==> config.mk <==
export PLATFORM = sky130hd
export DESIGN_NAME = mem_access_unit
export DESIGN_NICKNAME = d
export VERILOG_FILES = /design/src/rtl/mem_pkg.sv /design/src/rtl/mem_access_unit.sv
export SDC_FILE = /design/constraint.sdc
export NUM_CORES = 1
export LEC_CHECK = 0
export ABC_AREA = 1
export CORE_MARGIN = 3
export CORE_UTILIZATION = 37
export CTS_BUF_LIST = sky130_fd_sc_hd__clkbuf_16
export CTS_CLUSTER_DIAMETER = 150
export DETAILED_ROUTE_END_ITERATION = 16
export PLACE_DENSITY = 0.79
export SLEW_MARGIN = 20
export SYNTH_ARGS = -nofsm -noshare
export SYNTH_HDL_FRONTEND = slang
export SYNTH_SLANG_ARGS = --single-unit
==> constraint.sdc <==
create_clock -name clk -period 1.7 [get_ports clk]
set_clock_uncertainty 0.2 [all_clocks]
set_input_delay 0.17 -clock clk [delete_from_list [all_inputs] [get_ports clk]]
set_output_delay 0.17 -clock clk [all_outputs]
set_load 0.03 [all_outputs]
==> src/rtl/mem_pkg.sv <==
// Shared types and constants for the data-RAM access front end.
// The RW_* values match the RAM's read/write pin polarity.
package mem_pkg;

  localparam int MEM_WORDS_DEFAULT = 512;

  typedef enum logic [1:0] {
    IDLE,
    ISSUE,
    WAIT,
    RESP
  } mau_state_t;

  localparam logic RW_READ  = 1'b1;
  localparam logic RW_WRITE = 1'b0;

endpackage

==> src/rtl/mem_access_unit.sv <==
// Single-outstanding load/store front end for the data RAM: range-checks the
// word address, strobes the RAM, waits out read latency and returns a response.
module mem_access_unit
  import mem_pkg::*;
#(
  parameter int MEM_WORDS = MEM_WORDS_DEFAULT,
  parameter int READ_LAT  = 1
) (
  input  logic        clk,
  input  logic        rst,
  input  logic        req_valid,
  output logic        req_ready,
  input  logic        req_we,
  input  logic [15:0] req_addr,
  input  logic [15:0] req_wdata,
  output logic        rsp_valid,
  input  logic        rsp_ready,
  output logic [15:0] rsp_rdata,
  output logic        rsp_err,
  output logic        ram_en,
  output logic        ram_rw,
  output logic [15:0] ram_addr,
  output logic [15:0] ram_a,
  input  logic [15:0] ram_q,
  output logic [7:0]  err_count
);

  localparam logic [2:0] LAT_INIT = 3'(READ_LAT - 1);

  mau_state_t  state_q, state_d;
  logic        we_q, we_d;
  logic [15:0] addr_q, addr_d;
  logic [15:0] wdata_q, wdata_d;
  logic [2:0]  cnt_q, cnt_d;
  logic [15:0] rdata_q, rdata_d;
  logic        err_q, err_d;
  logic [7:0]  err_count_q, err_count_d;
  logic        addr_fault;

  // Widened compare so a MEM_WORDS of 65536 would still behave correctly.
  assign addr_fault = ({1'b0, req_addr} >= 17'(MEM_WORDS));

  always_comb begin
    state_d     = state_q;
    we_d        = we_q;
    addr_d      = addr_q;
    wdata_d     = wdata_q;
    cnt_d       = cnt_q;
    rdata_d     = rdata_q;
    err_d       = err_q;
    err_count_d = err_count_q;
    case (state_q)
      IDLE: begin
        if (req_valid) begin
          we_d    = req_we;
          addr_d  = req_addr;
          wdata_d = req_wdata;
          rdata_d = 16'h0000;
          err_d   = addr_fault;
          if (addr_fault) begin
            state_d = RESP;
            if (err_count_q != 8'hFF) err_count_d = err_count_q + 8'd1;
          end else begin
            state_d = ISSUE;
          end
        end
      end
      ISSUE: begin
        if (we_q) begin
          state_d = RESP;
        end else begin
          state_d = WAIT;
          cnt_d   = LAT_INIT;
        end
      end
      WAIT: begin
        if (cnt_q == 3'd0) begin
          rdata_d = ram_q;
          state_d = RESP;
        end else begin
          cnt_d = cnt_q - 3'd1;
        end
      end
      RESP: begin
        if (rsp_ready) state_d = IDLE;
      end
      default: state_d = IDLE;
    endcase
  end

  always_ff @(posedge clk) begin
    if (rst) begin
      state_q     <= IDLE;
      we_q        <= 1'b0;
      addr_q      <= 16'h0000;
      wdata_q     <= 16'h0000;
      cnt_q       <= 3'd0;
      rdata_q     <= 16'h0000;
      err_q       <= 1'b0;
      err_count_q <= 8'h00;
    end else begin
      state_q     <= state_d;
      we_q        <= we_d;
      addr_q      <= addr_d;
      wdata_q     <= wdata_d;
      cnt_q       <= cnt_d;
      rdata_q     <= rdata_d;
      err_q       <= err_d;
      err_count_q <= err_count_d;
    end
  end

  // RAM pins are decoded from state so the strobe drops the cycle reset is seen.
  assign req_ready = (state_q == IDLE);
  assign rsp_valid = (state_q == RESP);
  assign rsp_rdata = rdata_q;
  assign rsp_err   = err_q;
  assign ram_en    = (state_q == ISSUE);
  assign ram_rw    = ((state_q == ISSUE) && we_q) ? RW_WRITE : RW_READ;
  assign ram_addr  = addr_q;
  assign ram_a     = wdata_q;
  assign err_count = err_count_q;

endmodule
==> results of run 1 <==
## state kept, by name, indices dropped and copies added, names as in the netlist
name / count
cnt_q: 3
err_count: 8
ram_a: 16
ram_addr: 16
rsp_err: 1
rsp_rdata: 16
state_q: 2
we_q: 1
## how the worst min path moves through the flow
stage	from	to	slack, ns	cells after the start
floorplan	req_addr[12]	ram_addr[12]	0.1	2
global placement	rsp_rdata[15]	rsp_rdata[15]	0.25	2
detailed placement	rsp_rdata[0]	rsp_rdata[0]	0.26	2
CTS	ram_q[9]	rsp_rdata[9]	0.20	3
global route	ram_q[8]	rsp_rdata[8]	0.21	3
finish	ram_q[8]	rsp_rdata[8]	0.21	3
## power by group through the flow
| stage | Sequential [W] | Combinational (W) | Clock (W) |
|---|---|---|---|
| 3_3_place_gp | 0.00200 | 0.00276 | 0 |
| 2_1_floorplan | 0.00253 | 0.00121 | 0 |
| 3_5_place_dp | 0.00202 | 0.00283 | 0 |
| 6_report | 0.00200 | 0.00329 | 0.00175 |
| 4_1_cts | 0.00199 | 0.00280 | 0.00178 |
| 5_1_grt | 0.00205 | 0.00354 | 0.00184 |
## per-layer routing
metal  global-route usage (%)  wire [um]
met1                     21.1       3110
met2                     31.2       3860
met3                     4.33        426
met4                     9.74        241
met5                        0          0
## per-stage QoR
stage                     hold WS [ns]  worst slack, ns  total power (W)
final                            0.208           0.0256          0.00704
after global routing             0.211         -0.00641          0.00743
after CTS                        0.201          -0.0105          0.00657
after detailed placement         0.258           -0.141          0.00485
after global placement           0.248          -0.0476          0.00477
after floorplan                 0.0972          0.00469          0.00374
## area by class of cell
cell class / instances / area [sq um]
clock buffer: 9 / 225
clock inverter: 7 / 63.8
fill: 554 / 2190
inverter: 24 / 90.1
multi-input combinational: 241 / 1260
sequential: 63 / 1270
tap: 77 / 96.3
timing repair buffer: 128 / 1300
## repair_timing
item / 4_1_cts / 5_1_grt
pin swaps: 0 / 7
hold endpoints to repair: 0 / 0
gates resized for setup: 54 / 44
buffers inserted: 0 / 1
cloned: 0 / 2
setup endpoints to repair: 71 / 51
## synth_stat cells
library cell | count | share of area, %
nand3b_1 | 1 | 0.29
buf_2 | 2 | 0.39
ha_1 | 7 | 3.4
inv_1 | 22 | 3.2
o21ai_0 | 37 | 7.3
inv_2 | 1 | 0.15
a21oi_2 | 1 | 0.34
dfxtp_1 | 63 | 49
nand3_2 | 1 | 0.39
nand3_1 | 13 | 2.6
nor2_1 | 75 | 11
clkinv_1 | 1 | 0.15
buf_1 | 1 | 0.15
nor2_2 | 1 | 0.25
buf_4 | 4 | 1.2
xnor2_1 | 2 | 0.69
nand2_2 | 2 | 0.49
nand2_1 | 64 | 9.4
xor2_1 | 1 | 0.34
a21oi_1 | 33 | 6.5
o211ai_2 | 1 | 0.49
a211oi_1 | 2 | 0.59
clkbuf_1 | 8 | 1.2
## kinds of logic (layout without fill, tap and decap cells)
group | count (synthesis) | in the layout | synth area share [%]
AND/OR/NAND/NOR | 157 | 157 | 24.4
AO/OA/AOI/OAI | 74 | 74 | 15.2
flip-flops | 63 | 63 | 49.5
buffers and inverters | 39 | 168 | 6.43
adder cells (fa/ha/maj) | 7 | 7 | 3.44
XOR/XNOR | 3 | 3 | 1.03
==> metrics, run 1 <==
status finished, final reports clean; reg-to-reg endpoint rsp_rdata[0]; Routed Antenna Nets 0; Placed Area about 0.0038 sq mm; final instance area between 0.004 and 0.005 sq mm; clock power share ~25%; Area growth, synth to finish 68.8%; Max Cap Violations 0; synthesized area around 0.0025 sq mm; CTS buffer count 9; f_max between 0.5 and 0.6 GHz; CP delay by family, top buffers and inverters; worst slew pin tran 0.373 ns; Worst EP required 1.33 ns; Syn. warnings 0; syn nets 403; CP bufs+invs 1; final-report max-slew violation count 0; core box area around 0.0065 sq mm; Final min period around 1.7 ns; ratio of cells with drive above 1 in the final layout between 10% and 20%; Worst Path Max Fanout 2; DR pass1 iterations 4; Worst R2R Setup Slack around 0.060 ns; sequential area share after synthesis 49.5%; vias per std cell just under 5; final hold violations 0; switching share of power 39.0%; clock-pin slew on the worst setup and hold paths around 0.050 ns; Reg-to-Reg Start cnt_q[0]; Remaining DRCs 0; CP startpoint ram_addr[12]; CP Data Arrival Time 1.30 ns; CP startpoint kind register; worst skew pair latency 0.32 ns; Initial Util ~39%; count of standard-cell rows 29; Max-slew headroom about three quarters; Max Root-Sink Buffers 2; CP endpoint kind primary output; die area 0.00792 sq mm; Placed Cells 530; Cell Pwr Density around 1600 mW/mm^2; gr ovfl total 0; number of synthesized register bits between 60 and 70; clock root cell clkbuf_16; # IOs 114; synthesized netlist cell count 343; Lkg Pwr 2.08 nW; clock sinks between 60 and 70; count of input and output buffers ~110; Routed WL 7.64 mm; Die H between 80 and 90 um; Crit Path Class register to primary output; count of cell types in the netlist 23; syn avg cell area 7.43 sq um; Worst VDD drop between 0.8 and 0.9 mV; final core utilization between 60% and 70%; first-pass GRT wire length 11.2 mm; P_sw between 0.002 and 0.003 W; WL/cell 13.9 um; # setup viols final 0; GP Congestion around 0.85; CP Depth 1; Tcrit/Tclk final roughly 98%; cts hold-fix bufs 0; gr usage total 18.2%; Setup crit end ram_addr[12]; worst-path cell chain clkdlybuf4s50_1; H-tree depth 3; TNS Setup 0 ns; Via Count around 2700; Comb pwr share between 40% and 50%; Flop pwr share roughly 28%; largest net degree at the start of global routing 38; nets roughly 530; Non-Filler Instances 549; antenna cells 0; hpwl dp roughly 5.2 mm; Hold Path Class input pin to register; die width 89.0 um; most frequent cells in the layout 75 x nor2_1, 59 x nand2_1, 59 x dfxtp_1; vias in the first global route 2447; most common library cell in the layout ignoring fill and taps nor2_1; Worst R2R Path Depth 8; initial antenna violation count 0; slowest cell delay on critical path ~0.67 ns; slowest cell on the critical path clkdlybuf4s50_1; CTS tree built; detailed router's first-iteration violation count around 120; P_int roughly 0.0043 W
Note: power is estimated with default switching activity, not from simulation.
==> run 2: changes to the inputs <==
clock period = 1.4 ns   (was 1.7 ns; I/O delays follow)
==> metrics, run 2 (synthesized netlist as in run 1, its figures left out) <==
vias in the first global route 3361 (was 2447); failing checks negative setup slack; Max-slew headroom 72.2% (was 75.3%); Worst Path Max Fanout 4 (was 2); cts hold-fix bufs 0 (unchanged); largest net degree at the start of global routing 36 (was 38); Worst VDD drop 1.09 mV (was 0.823 mV); vias per std cell 5.22 (was 4.84); CP endpoint kind register (was primary output); hold path startpoint req_addr[14] (was ram_q[8]); final hold violations 0 (unchanged); f_max around 0.56 GHz; # setup viols final 67 (was 0); DR pass1 iterations 4 (unchanged); Die H 89.0 um (unchanged); die area 0.00792 sq mm (unchanged); clock root cell clkbuf_16 (unchanged); CTS tree built (unchanged); Reg-to-Reg Start cnt_q[0] (unchanged); first-pass GRT wire length 16.6 mm (was 11.2 mm); clock sinks 63 (unchanged); initial antenna violation count 0 (unchanged); core box area 0.00649 sq mm (unchanged); Hold Path Class input pin to register (unchanged); # IOs 114 (unchanged); status complete, but fails checks (was finished, final reports clean); gr usage total 28.0% (was 18.2%); Remaining DRCs 0 (unchanged); die width 89.0 um (unchanged); CP startpoint cnt_q[0] (was ram_addr[12]); gr ovfl total 0 (unchanged); detailed router's first-iteration violation count 117 (was 119); final-report max-slew violation count 0 (unchanged); CP Data Arrival Time 1.78 ns (was 1.30 ns); Tcrit/Tclk final 127%; count of input and output buffers 113 (unchanged); clock power share 19.9% (was 24.9%); count of standard-cell rows 29 (unchanged); worst slew pin tran 0.416 ns (was 0.373 ns); ratio of cells with drive above 1 in the final layout 56.4% (was 13.8%); final core utilization 83.8% (was 66.2%); Cell Pwr Density 2140 mW/mm^2 (was 1640 mW/mm^2); worst skew pair latency 0.33 ns (was 0.32 ns); Initial Util 39.2% (unchanged); GP Congestion 0.780 (was 0.853); Flop pwr share 22.5% (was 28.4%); Final min period around 1.8 ns; Max Cap Violations 0 (unchanged); most frequent cells in the layout 52 x clkdlybuf4s50_1, 51 x dfxtp_1, 35 x nor2_1 (was 75 x nor2_1, 59 x nand2_1, 59 x dfxtp_1); switching share of power 41.3% (was 39.0%); WL/cell 19.0 um (was 13.9 um); dpl ws -0.239 ns (was -0.141 ns); RSZ-0062 raised after global routing yes; Comb pwr share 57.6% (was 46.7%); Max Root-Sink Buffers 2 (unchanged); nets 566 (was 527); Setup crit end state_q[1] (was ram_addr[12]); most common library cell in the layout ignoring fill and taps clkdlybuf4s50_1 (was nor2_1); CP bufs+invs 4 (was 1); worst-path cell chain inv_2 > ha_4 > ha_4 > inv_2 > nand2_4 > buf_6 > nand2_4 > a21oi_4 > inv_1 > nor2_1 > a21oi_1 (was clkdlybuf4s50_1); Worst R2R Setup Slack -0.38 ns (was 0.06 ns); slowest cell on the critical path dfxtp_2 (was clkdlybuf4s50_1); CP delay by family, top flip-flops (was buffers and inverters); P_sw 0.00480 W (was 0.00275 W); final instance area 0.00544 sq mm (was 0.00430 sq mm); CP Depth 11 (was 1); Worst EP required 1.40 ns (was 1.33 ns); setup ws final -0.377 ns (was 0.0256 ns); antenna cells 0 (unchanged); clock-pin slew on the worst setup and hold paths 0.05 ns (about the same); Lkg Pwr 2.31 nW (was 2.08 nW); Routed WL 11.1 mm (was 7.64 mm); P_int 0.00683 W (was 0.00429 W); reg-to-reg endpoint state_q[1] (was rsp_rdata[0]); CP startpoint kind register (unchanged); Worst R2R Path Depth 11 (was 8); CTS buffer count 9 (unchanged); Via Count 3067 (was 2655); H-tree depth 3 (unchanged); slowest cell delay on critical path 0.32 ns (was 0.67 ns); Placed Area 0.00410 sq mm (was 0.00383 sq mm); Routed Antenna Nets 0 (unchanged); Crit Path Class register to register (was register to primary output); Area growth, synth to finish 114% (was 68.8%); hpwl dp 5.18 mm (was 5.16 mm)
==> run 2: cell types whose count changed in the layout (fill, tap and decap cells not counted), sizes merged, moves of 2 or more <==
cell	previous run	this run
clkbuf	12	36
buf	15	71
dlymetal6s2s	12	0
clkinvlp	2	0
clkdlybuf4s15	1	14
inv	23	25
clkdlybuf4s50	54	52
dlygate4sd2	43	0
==> run 2: power by group through the flow <==
stage | Combinational [W] | Sequential, W | Clock (W)
floorplan | 0.00184 | 0.00311 | 0
global placement | 0.00381 | 0.00246 | 0
detailed placement | 0.00389 | 0.00248 | 0
CTS | 0.00601 | 0.00252 | 0.00231
global route | 0.00701 | 0.00265 | 0.00241
finish | 0.00670 | 0.00262 | 0.00232
==> run 2: final cells by class <==
class / instances / area, sq um
timing repair buffer: 164 / 1700
sequential: 63 / 1290
clock inverter: 7 / 78.8
fill: 332 / 1050
inverter: 24 / 109
clock buffer: 9 / 225
multi-input combinational: 243 / 1950
timing repair inverter: 1 / 6.26
tap: 77 / 96.3
==> run 2: timing repair <==
| item | CTS | global route |
|---|---|---|
| gates cloned | 11 | 0 |
| pin swaps | 28 | 35 |
| setup endpoints to repair | 113 | 98 |
| buffers inserted | 26 | 7 |
| endpoints found under the hold margin | 0 | 0 |
| resized for setup | 255 | 156 |
==> run 2: worst min path at each step <==
stage | to | depth (start not counted) | slack (ns)
4_1_cts | rsp_rdata[5] | 3 | 0.17
5_1_grt | ram_addr[9] | 3 | 0.21
6_report | ram_addr[14] | 3 | 0.20
2_1_floorplan | ram_addr[14] | 2 | 0.07
3_3_place_gp | rsp_rdata[12] | 2 | 0.25
3_5_place_dp | rsp_rdata[12] | 2 | 0.25
==> run 2: metrics by stage <==
step	hold WS (ns)	TNS [ns]	cells	total power, W
floorplan	0.0672	-3.77	343	0.00495
global placement	0.246	-5.85	543	0.00627
detailed placement	0.251	-7.91	543	0.00636
CTS	0.175	-11.35	589	0.0108
global route	0.207	-17.22	588	0.0121
finish	0.201	-14.38	588	0.0116
==> run 2: routing by layer <==
| metal | GRT usage [%] | wire length (um) | vias up | share of wire, % |
|---|---|---|---|---|
| met1 | 29.4 | 4270 | 1487 | 38 |
| met3 | 6.54 | 558 | 31 | 5.0 |
| met2 | 50.7 | 5950 | 106 | 53 |
| met4 | 16.6 | 363 | 0 | 3.3 |
| li1 | - | - | 1443 | - |
| met5 | 0 | 0 | - | 0 |
==> run 2: worst min-delay path, stage by stage <==
cell	delay [ns]
clkdlybuf4s50_1	0.41
inv_1	0.08
a21oi_2	0.05
